==> src/rtl/regwrite_scheduler_if.sv <==
// Bundle of the register-file write-port scheduler signals: WB and LU write
// requests, decode hazard query and the registered register-file write port.
interface regwrite_scheduler_if #(
  parameter int DATA_W = 32
);
  logic              Wb_valid;
  logic [4:0]        Wb_r;
  logic [DATA_W-1:0] Wb_data;
  logic              Wb_stall;
  logic              Lu_valid;
  logic [4:0]        Lu_r;
  logic [DATA_W-1:0] Lu_data;
  logic              Lu_ready;
  logic [4:0]        Dec_rs;
  logic [4:0]        Dec_rt;
  logic [4:0]        Dec_rd;
  logic              Dec_wr;
  logic              Iss_valid;
  logic              Hazard;
  logic              RegWrite;
  logic [4:0]        Write_r;
  logic [DATA_W-1:0] Data;
  logic [31:0]       Busy;

  modport slave (
    input  Wb_valid, Wb_r, Wb_data, Lu_valid, Lu_r, Lu_data,
           Dec_rs, Dec_rt, Dec_rd, Dec_wr, Iss_valid,
    output Wb_stall, Lu_ready, Hazard, RegWrite, Write_r, Data, Busy
  );

  modport master (
    output Wb_valid, Wb_r, Wb_data, Lu_valid, Lu_r, Lu_data,
           Dec_rs, Dec_rt, Dec_rd, Dec_wr, Iss_valid,
    input  Wb_stall, Lu_ready, Hazard, RegWrite, Write_r, Data, Busy
  );
endinterface

==> src/rtl/regwrite_scheduler.sv <==
// Write-port arbiter (WB over LU) plus outstanding-LU-result scoreboard.
// Optional LU anti-starvation is enabled by defining REGWR_ANTISTARVE_EN.
module regwrite_scheduler #(
  parameter int DATA_W       = 32,
  parameter int STARVE_LIMIT = 4
) (
  input logic                 clk,
  input logic                 rst,
  regwrite_scheduler_if.slave bus
);

  if (STARVE_LIMIT < 1) begin : g_limit_check
    $error("STARVE_LIMIT must be at least 1");
  end

  logic              grant_wb;
  logic              grant_lu;
  logic              force_lu;
  logic              lu_hs;
  logic              hazard;
  logic              issue;
  logic [31:0]       busy;
  logic [31:0]       busy_next;
  logic              reg_write;
  logic [4:0]        write_r;
  logic [DATA_W-1:0] data;

`ifdef REGWR_ANTISTARVE_EN
  localparam int CNT_W = $clog2(STARVE_LIMIT + 1);
  logic [CNT_W-1:0] starve_cnt;

  assign force_lu     = (starve_cnt == CNT_W'(STARVE_LIMIT));
  assign bus.Wb_stall = !rst && bus.Wb_valid && force_lu;

  // NOTE: sequential state uses non-blocking assignments so every flop
  // samples pre-edge values regardless of process evaluation order.
  always_ff @(posedge clk or posedge rst) begin
    if (rst)                              starve_cnt <= '0;
    else if (grant_lu || !bus.Lu_valid)   starve_cnt <= '0;
    else                                  starve_cnt <= starve_cnt + 1'b1;
  end
`else
  assign force_lu     = 1'b0;
  assign bus.Wb_stall = 1'b0;
`endif

  // All combinational handshakes are forced low while reset is asserted.
  assign grant_wb     = !rst && bus.Wb_valid && !force_lu;
  assign grant_lu     = !rst && bus.Lu_valid && !grant_wb;
  assign lu_hs        = grant_lu;
  assign bus.Lu_ready = grant_lu;

  assign hazard     = !rst && (busy[bus.Dec_rs] || busy[bus.Dec_rt] ||
                               (bus.Dec_wr && busy[bus.Dec_rd]));
  assign bus.Hazard = hazard;
  assign issue      = bus.Iss_valid && bus.Dec_wr && !hazard && (bus.Dec_rd != 5'd0);

  // NOTE: busy_next gets its default first so no path leaves it unassigned,
  // which would otherwise infer a latch.
  always_comb begin
    busy_next = busy;
    if (lu_hs) busy_next[bus.Lu_r] = 1'b0;
    if (issue) busy_next[bus.Dec_rd] = 1'b1;   // set wins over a same-index clear
    busy_next[0] = 1'b0;
  end

  always_ff @(posedge clk or posedge rst) begin
    if (rst) begin
      busy      <= '0;
      reg_write <= 1'b0;
      write_r   <= '0;
      data      <= '0;
    end else begin
      busy      <= busy_next;
      // r0 writes complete the handshake but never reach the register file.
      reg_write <= (grant_wb && bus.Wb_r != 5'd0) || (grant_lu && bus.Lu_r != 5'd0);
      if (grant_wb) begin
        write_r <= bus.Wb_r;
        data    <= bus.Wb_data;
      end else if (grant_lu) begin
        write_r <= bus.Lu_r;
        data    <= bus.Lu_data;
      end
    end
  end

  assign bus.RegWrite = reg_write;
  assign bus.Write_r  = write_r;
  assign bus.Data     = data;
  assign bus.Busy     = busy;

endmodule
==> src/flat_wrapper.sv <==
// flat-port wrapper written by rule: the top's interface ports become plain ports
module regwrite_scheduler_flat 
#(
  parameter int DATA_W       = 32,
  parameter int STARVE_LIMIT = 4
)
  (clk, rst, bus_Wb_valid, bus_Wb_r, bus_Wb_data, bus_Lu_valid, bus_Lu_r, bus_Lu_data, bus_Dec_rs, bus_Dec_rt, bus_Dec_rd, bus_Dec_wr, bus_Iss_valid, bus_Wb_stall, bus_Lu_ready, bus_Hazard, bus_RegWrite, bus_Write_r, bus_Data, bus_Busy);
  regwrite_scheduler_if #(.DATA_W(DATA_W)) bus_i ();
  input logic clk;
  input logic rst;
  input wire logic [$bits(bus_i.Wb_valid)-1:0] bus_Wb_valid;
  input wire logic [$bits(bus_i.Wb_r)-1:0] bus_Wb_r;
  input wire logic [$bits(bus_i.Wb_data)-1:0] bus_Wb_data;
  input wire logic [$bits(bus_i.Lu_valid)-1:0] bus_Lu_valid;
  input wire logic [$bits(bus_i.Lu_r)-1:0] bus_Lu_r;
  input wire logic [$bits(bus_i.Lu_data)-1:0] bus_Lu_data;
  input wire logic [$bits(bus_i.Dec_rs)-1:0] bus_Dec_rs;
  input wire logic [$bits(bus_i.Dec_rt)-1:0] bus_Dec_rt;
  input wire logic [$bits(bus_i.Dec_rd)-1:0] bus_Dec_rd;
  input wire logic [$bits(bus_i.Dec_wr)-1:0] bus_Dec_wr;
  input wire logic [$bits(bus_i.Iss_valid)-1:0] bus_Iss_valid;
  output wire logic [$bits(bus_i.Wb_stall)-1:0] bus_Wb_stall;
  output wire logic [$bits(bus_i.Lu_ready)-1:0] bus_Lu_ready;
  output wire logic [$bits(bus_i.Hazard)-1:0] bus_Hazard;
  output wire logic [$bits(bus_i.RegWrite)-1:0] bus_RegWrite;
  output wire logic [$bits(bus_i.Write_r)-1:0] bus_Write_r;
  output wire logic [$bits(bus_i.Data)-1:0] bus_Data;
  output wire logic [$bits(bus_i.Busy)-1:0] bus_Busy;
  assign bus_i.Wb_valid = bus_Wb_valid;
  assign bus_i.Wb_r = bus_Wb_r;
  assign bus_i.Wb_data = bus_Wb_data;
  assign bus_i.Lu_valid = bus_Lu_valid;
  assign bus_i.Lu_r = bus_Lu_r;
  assign bus_i.Lu_data = bus_Lu_data;
  assign bus_i.Dec_rs = bus_Dec_rs;
  assign bus_i.Dec_rt = bus_Dec_rt;
  assign bus_i.Dec_rd = bus_Dec_rd;
  assign bus_i.Dec_wr = bus_Dec_wr;
  assign bus_i.Iss_valid = bus_Iss_valid;
  assign bus_Wb_stall = bus_i.Wb_stall;
  assign bus_Lu_ready = bus_i.Lu_ready;
  assign bus_Hazard = bus_i.Hazard;
  assign bus_RegWrite = bus_i.RegWrite;
  assign bus_Write_r = bus_i.Write_r;
  assign bus_Data = bus_i.Data;
  assign bus_Busy = bus_i.Busy;
  regwrite_scheduler #(.DATA_W(DATA_W), .STARVE_LIMIT(STARVE_LIMIT)) u_core (.clk(clk), .rst(rst), .bus(bus_i));
endmodule
==> config.mk <==
export PLATFORM = sky130hd
export DESIGN_NAME = regwrite_scheduler_flat
export DESIGN_NICKNAME = d
export VERILOG_FILES = /design/src/rtl/regwrite_scheduler_if.sv /design/src/rtl/regwrite_scheduler.sv /design/src/flat_wrapper.sv
export SDC_FILE = /design/constraint.sdc
export NUM_CORES = 1
export LEC_CHECK = 0
export ABC_AREA = 1
export CORE_AREA = 2 2 109 111
export CTS_CLUSTER_DIAMETER = 30
export DETAILED_ROUTE_END_ITERATION = 8
export DIE_AREA = 0 0 111 113
export HOLD_SLACK_MARGIN = 0.05
export MAX_ROUTING_LAYER = met4
export PLACE_DENSITY = 0.74
export SETUP_SLACK_MARGIN = 0.1
export SLEW_MARGIN = 40
export SYNTH_ARGS = -nofsm -noshare
export SYNTH_HDL_FRONTEND = slang
export SYNTH_SLANG_ARGS = --single-unit
==> constraint.sdc <==
create_clock -name clk -period 5.2 [get_ports clk]
set_input_delay 1.3 -clock clk [delete_from_list [all_inputs] [get_ports clk]]
set_output_delay 1.3 -clock clk [all_outputs]
set_load 0.02 [all_outputs]
==> After elaboration in Yosys (flattened, before gate mapping) <==
Cells that the tools add are included.
{ "op_classes": {"mux": 16, "n_bitwise": 3, "magnitude_cmp": 6, "reduce_logical": 22} }
{ "ops": {"columns": ["operator", "n"], "rows": [
  ["$mux 32", 4],
  ["$and 32x32->32", 1],
  ["$not 32->32", 1],
  ["$or 32x32->32", 1],
  ["$lt 5x6->1 const B", 4],
  ["$bmux 1 s5", 3],
  ["$reduce_bool 5->1", 3],
  ["$logic_and 1x1->1", 12],
  ["$demux 1 s5", 2],
  ["$ge 5x1->1 const B", 2],
  ["$mux 5", 2],
  ["$mux 1", 5],
  ["$logic_not 1->1", 3],
  ["$logic_or 1x1->1", 3],
  ["$reduce_bool 2->1", 1]
]} }
{ "word_totals": {"ff_bits": 69, "elab_cells": 51, "out_inout_bits": 73} }

==> Longest topological paths before layout <==
Gate-level depths: netlist (run 1).
{ "depth": {"ltp_word": 9, "mapped_depth": 16, "mapped_depth_nobuf": 14} }

==> Worst setup path after synthesis (run 1) <==
Ideal clock, no wire load.
{ "synth_path": {"path_kind": "input to output", "startpoint": "input rst", "endpoint": "output bus_Lu_ready", "t_required_ns": 3.900, "slack_ns": 1.197, "path_stages": 3, "arrival_time_ns": 2.703, "cell_sequence": "inv_2 nand2_1 nor2_2"} }
{ "synth_via": {"elab_chain_cells": 4} }
{ "synth_rtl": {"columns": ["element", "line", "rtl"], "rows": [
  ["start: declaration", "flat_wrapper.sv:10", "input logic rst;"],
  ["$logic_not 1->1 (*)", "regwrite_scheduler.sv:48, regwrite_scheduler.sv:49", null],
  ["$logic_and 1x1->1", "regwrite_scheduler.sv:48", "assign grant_wb = !rst && bus.Wb_valid && !force_lu;"],
  ["$logic_not 1->1", "regwrite_scheduler.sv:49", "assign grant_lu = !rst && bus.Lu_valid && !grant_wb;"],
  ["$logic_and 1x1->1 (*)", "regwrite_scheduler.sv:49", null],
  ["end: declaration", "flat_wrapper.sv:23", "output wire logic [$bits(bus_i.Lu_ready)-1:0] bus_Lu_ready;"]
]} }
Every way passes the cells marked *; elsewhere a longest branch is shown, timed or not.

==> Worst setup path in the final report (run 1) <==
{ "layout_path": {"startpoint": "input bus_Dec_rt[0]", "endpoint": "output bus_Hazard"} }
{ "layout_via": {"elab_chain_cells": 5} }
{ "layout_rtl": {"columns": ["element", "line", "rtl"], "rows": [
  ["start: declaration", "flat_wrapper.sv:18", "input wire logic [$bits(bus_i.Dec_rt)-1:0] bus_Dec_rt;"],
  ["$bmux 1 s5", "regwrite_scheduler.sv:53", "assign hazard = !rst && (busy[bus.Dec_rs] || busy[bus.Dec_rt] ||"],
  ["$mux 1 (not written as such)", "regwrite_scheduler.sv:53", null],
  ["$logic_or 1x1->1 (2 in a row)", "regwrite_scheduler.sv:53", null],
  ["$logic_and 1x1->1", "regwrite_scheduler.sv:53", null],
  ["end: declaration", "flat_wrapper.sv:24", "output wire logic [$bits(bus_i.Hazard)-1:0] bus_Hazard;"]
]} }
Every way passes these cells. The select of a mux whose other input is x is not followed.

==> results of run 1 <==
[per-stage QoR]
| stage | util | area, um^2 |
|---|---|---|
| floorplan | - | 4460 |
| global placement | 0.543 | 6120 |
| detailed placement | 0.544 | 6130 |
| CTS | 0.569 | 6410 |
| global route | 0.569 | 6410 |
| finish | 0.569 | 6410 |
[placed cells by master, fill, tap and decap left out, types with 2 or more instances in the layout]
cell	n
clkbuf_1	3
nor2_1	70
nor2_2	2
conb_1	2
clkdlybuf4s50_1	165
o21ai_0	89
o21ai_1	13
nor3_1	8
inv_1	57
nand2_1	214
dfrtp_1	69
a22oi_1	2
nand3_1	84
o211ai_1	4
buf_4	8
nand3_2	10
inv_2	5
clkbuf_16	9
clkinv_2	2
o31ai_1	3
[per-layer routing]
layer | track usage | part of all wire | routed length, um | up-vias
li1 | - | - | - | 2472
met1 | 0.330 | 0.40 | 6560 | 2349
met2 | 0.435 | 0.46 | 7550 | 276
met3 | 0.0611 | 0.10 | 1670 | 29
met4 | 0.103 | 0.030 | 490 | 0
met5 | - | 0 | 0 | -
[worst register-to-register path: cells and delay by family (launching register included)]
kind | cells | cell delay [ps]
buffers and inverters | 2 | 540
AO/OA/AOI/OAI | 1 | 90
AND/OR/NAND/NOR | 11 | 970
flip-flops | 1 | 410
[area by class of cell]
cell class,count,area [um^2],share of cell area
multi-input cells,505,2260,0.353
flip-flops and latches,69,1730,0.269
repair buffers,174,1720,0.269
inverters,63,239,0.0373
clock buffers,12,236,0.0369
well taps,143,179,0.0279
clock inverters,4,48.8,0.00761
[registers in the layout, indices dropped and copies added, names as in the netlist]
| register | cells |
|---|---|
| u_core.bus.RegWrite | 1 |
| u_core.bus.Busy | 31 |
| u_core.bus.Data | 32 |
| u_core.bus.Write_r | 5 |
[logic make-up after synthesis]
| kind of cell | after synthesis |
|---|---|
| AOI/OAI and AO/OA | 113 |
| buffers and inverters | 95 |
| DFF | 69 |
| other | 1 |
| and+or+nand+nor | 390 |
[power by group]
part / internal, mW / switching [mW] / total [mW]
logic: 0.295 / 0.355 / 0.650
clock network: 0.371 / 0.221 / 0.592
registers: 0.620 / 0.113 / 0.734
total: 1.29 / 0.690 / 1.98
[worst paths after layout]
path	to	cells past startpoint
min in group asynchronous	u_core.bus.Data[3]$_DFFE_PP0P_	3
hold / removal	u_core.bus.Data[31]$_DFFE_PP0P_	2
max in group asynchronous	u_core.bus.Busy[8]$_DFF_PP0_	3
hold reg to reg	u_core.bus.Data[31]$_DFFE_PP0P_	2
setup reg to reg	u_core.bus.Busy[13]$_DFF_PP0_	14
setup / recovery	bus_Hazard	12
==> metrics.md, run 1 <==
| Metric | Value |
|---|---|
| Status | finished, final reports clean |
| CP max stage delay | between 700 and 800 ps |
| Xor/xnor share of the synthesized area | 0 |
| Worst Tran Pin Value | between 600 and 700 ps |
| IO Port Bufs | 165 |
| Sequential area share after synthesis | 0.388 |
| Critical Path AT | 3630 ps |
| Crit path from | bus_Dec_rt[0] |
| Die span in x | 111 um |
| Antenna cells | 0 |
| Synth Area in Simple Gates | 0.371 |
| Cts hold-fix bufs | 0 |
| Die area | 12500 um^2 |
| Hold Slack | 486 ps |
| Final cell count without fillers | 970 |
| Prevailing post-synth register cell | dfrtp_1 |
| Main combinational cell family by area after synthesis | simple AND/OR/NAND/NOR gates |
| Die H | 113 um |
| Worst path most repeated cell | nand3_1 |
| IO Count | 168 |
| CTS tree | yes |
| Initial antenna violation count | 0 |
| Overall power | around 2.0 mW |
| Worst Path Max Fanout | 15 |
| Synth area leader | dfrtp_1 |
| CP endpoint kind | output pin |
| Slew headroom | 0.576 |
| Critical path class | in2out |
| Final wirelength | roughly 16000 um |
| DR pass1 iterations | 6 |
| Number of flops mapped to enable cells by yosys | 0 |
| Reg2reg setup slack | 3130 ps |
| Synthesized cell area | around 4500 um^2 |
| Sink Count | 69 |
| Leakage power | 2.92 nW |
| Top Family by Delay on Critical Path | buffers and inverters |
| # resized after CTS | 0 |
| Vias | between 5000 and 6000 |
| Row count | 39 |
| Synth top area share | 0.388 |
| Unrepaired setup endpoints after global routing | no |
| GRT Total Usage | 0.269 |
| Synth Area in Compound Gates | 0.134 |
| Worst hold path type | reg2reg |
| Iter 0 DRT Violations | ~560 |
| GP Congestion | roughly 0.98 |
| Mux cell area share after synthesis | 0 |
| Nets@finish | 917 |
| Routed WL per cell | 16.8 um |
| Hpwl dp | between 10000 and 15000 um |
| Grt total ovfl | 0 |
| Syn avg cell area | 6.67 um^2 |
| CTS Buffer Depth | 2 |
| Crit path launch type | primary input |
| Post-synth ARST share | 1.00 |
| CTS buffer count | 9 |
| Adder-cell share of the synthesized area | 0 |
| Largest net degree at the start of global routing | 70 |
| Clock Pin Slew Worst Setup and Hold Paths | 60 ps |
| Setup tns final | 0 ps |
| Post-synth cell types | 25 |
| Setup Skew | roughly 7.8 ps |
| Min cycle time layout | 4930 ps |
| Peak VDD IR | between 0.15 and 0.2 mV |
| CP max stage cell | clkdlybuf4s50_1 |
| Pre-CTS setup slack | 296 ps |
| CTS H-tree depth | 3 |
| Via-per-instance ratio | around 5.3 |
| Vias in the first global route | 5081 |
| Setup violations, final | 0 |
| First-pass GRT wire length | roughly 26000 um |
| Synth Warn # | 0 |
| WP data required | 3900 ps |
| Final Max Slew Viols | 0 |
| Drt drc | 0 |
| Area grow syn2layout | 44.0% |
| Post-CTS Setup Bufs | 0 |
| Setup ws final | roughly 270 ps |
| Hold Startpoint | u_core.bus.Data[31]$_DFFE_PP0P_ |
| Root buffer cell | clkbuf_16 |
| Crit path cell chain | clkdlybuf4s50_1, inv_4, nand2_1, nand3_1, nand3_1, nand3_1, nand3_1, nand2_1, nand3_2, nand2_4, inv_1, clkdlybuf4s50_1 |
| Fillers | 1086 |
| Pwr Density | 308 nW/um^2 |
| Worst Path Buf+Inv | 4 |
| Cells after synthesis | 668 |
| Achievable Freq | 203 MHz |
| Core box area | between 10000 and 15000 um^2 |
| Worst r2r src | u_core.bus.Busy[4]$_DFF_PP0_ |
| Routed Antenna Nets | 0 |
| Clk Latency, worst-skew pair | 330 ps |
| Inst Count DP | approximately 950 |
| Max-cap violations | 0 |
| Final worst path period share | 0.949 |
| Most instantiated cells after synthesis | nand2_1 (214), o21ai_0 (89), nand3_1 (84) |
| Layout cells sized above 1 | 0.0496 |
| #FFs+latches synth | 69 |
| Most frequent cell after synthesis | nand2_1 |
| Initial Util | 0.395 |
| Top post-synthesis cells by area | dfrtp_1 (39%), nand2_1 (18%), o21ai_0 (10%) |
| Fin. Hold Viols | 0 |
Power figures use the tool's default switching activity.
==> run 2, diff against run 1 <==
--- a/config.mk
+++ b/config.mk
@@ -7,13 +7,13 @@
 export LEC_CHECK = 0
 export ABC_AREA = 1
 export CORE_AREA = 2 2 109 111
-export CTS_CLUSTER_DIAMETER = 30
+export CTS_CLUSTER_DIAMETER = 150
 export DETAILED_ROUTE_END_ITERATION = 8
 export DIE_AREA = 0 0 111 113
 export HOLD_SLACK_MARGIN = 0.05
 export MAX_ROUTING_LAYER = met4
 export PLACE_DENSITY = 0.74
-export SETUP_SLACK_MARGIN = 0.1
+export SETUP_SLACK_MARGIN = 0.02
 export SLEW_MARGIN = 40
 export SYNTH_ARGS = -nofsm -noshare
 export SYNTH_HDL_FRONTEND = slang
==> results of run 2 <==
The final DEF is identical to that of run 1; final timing and power are the same.
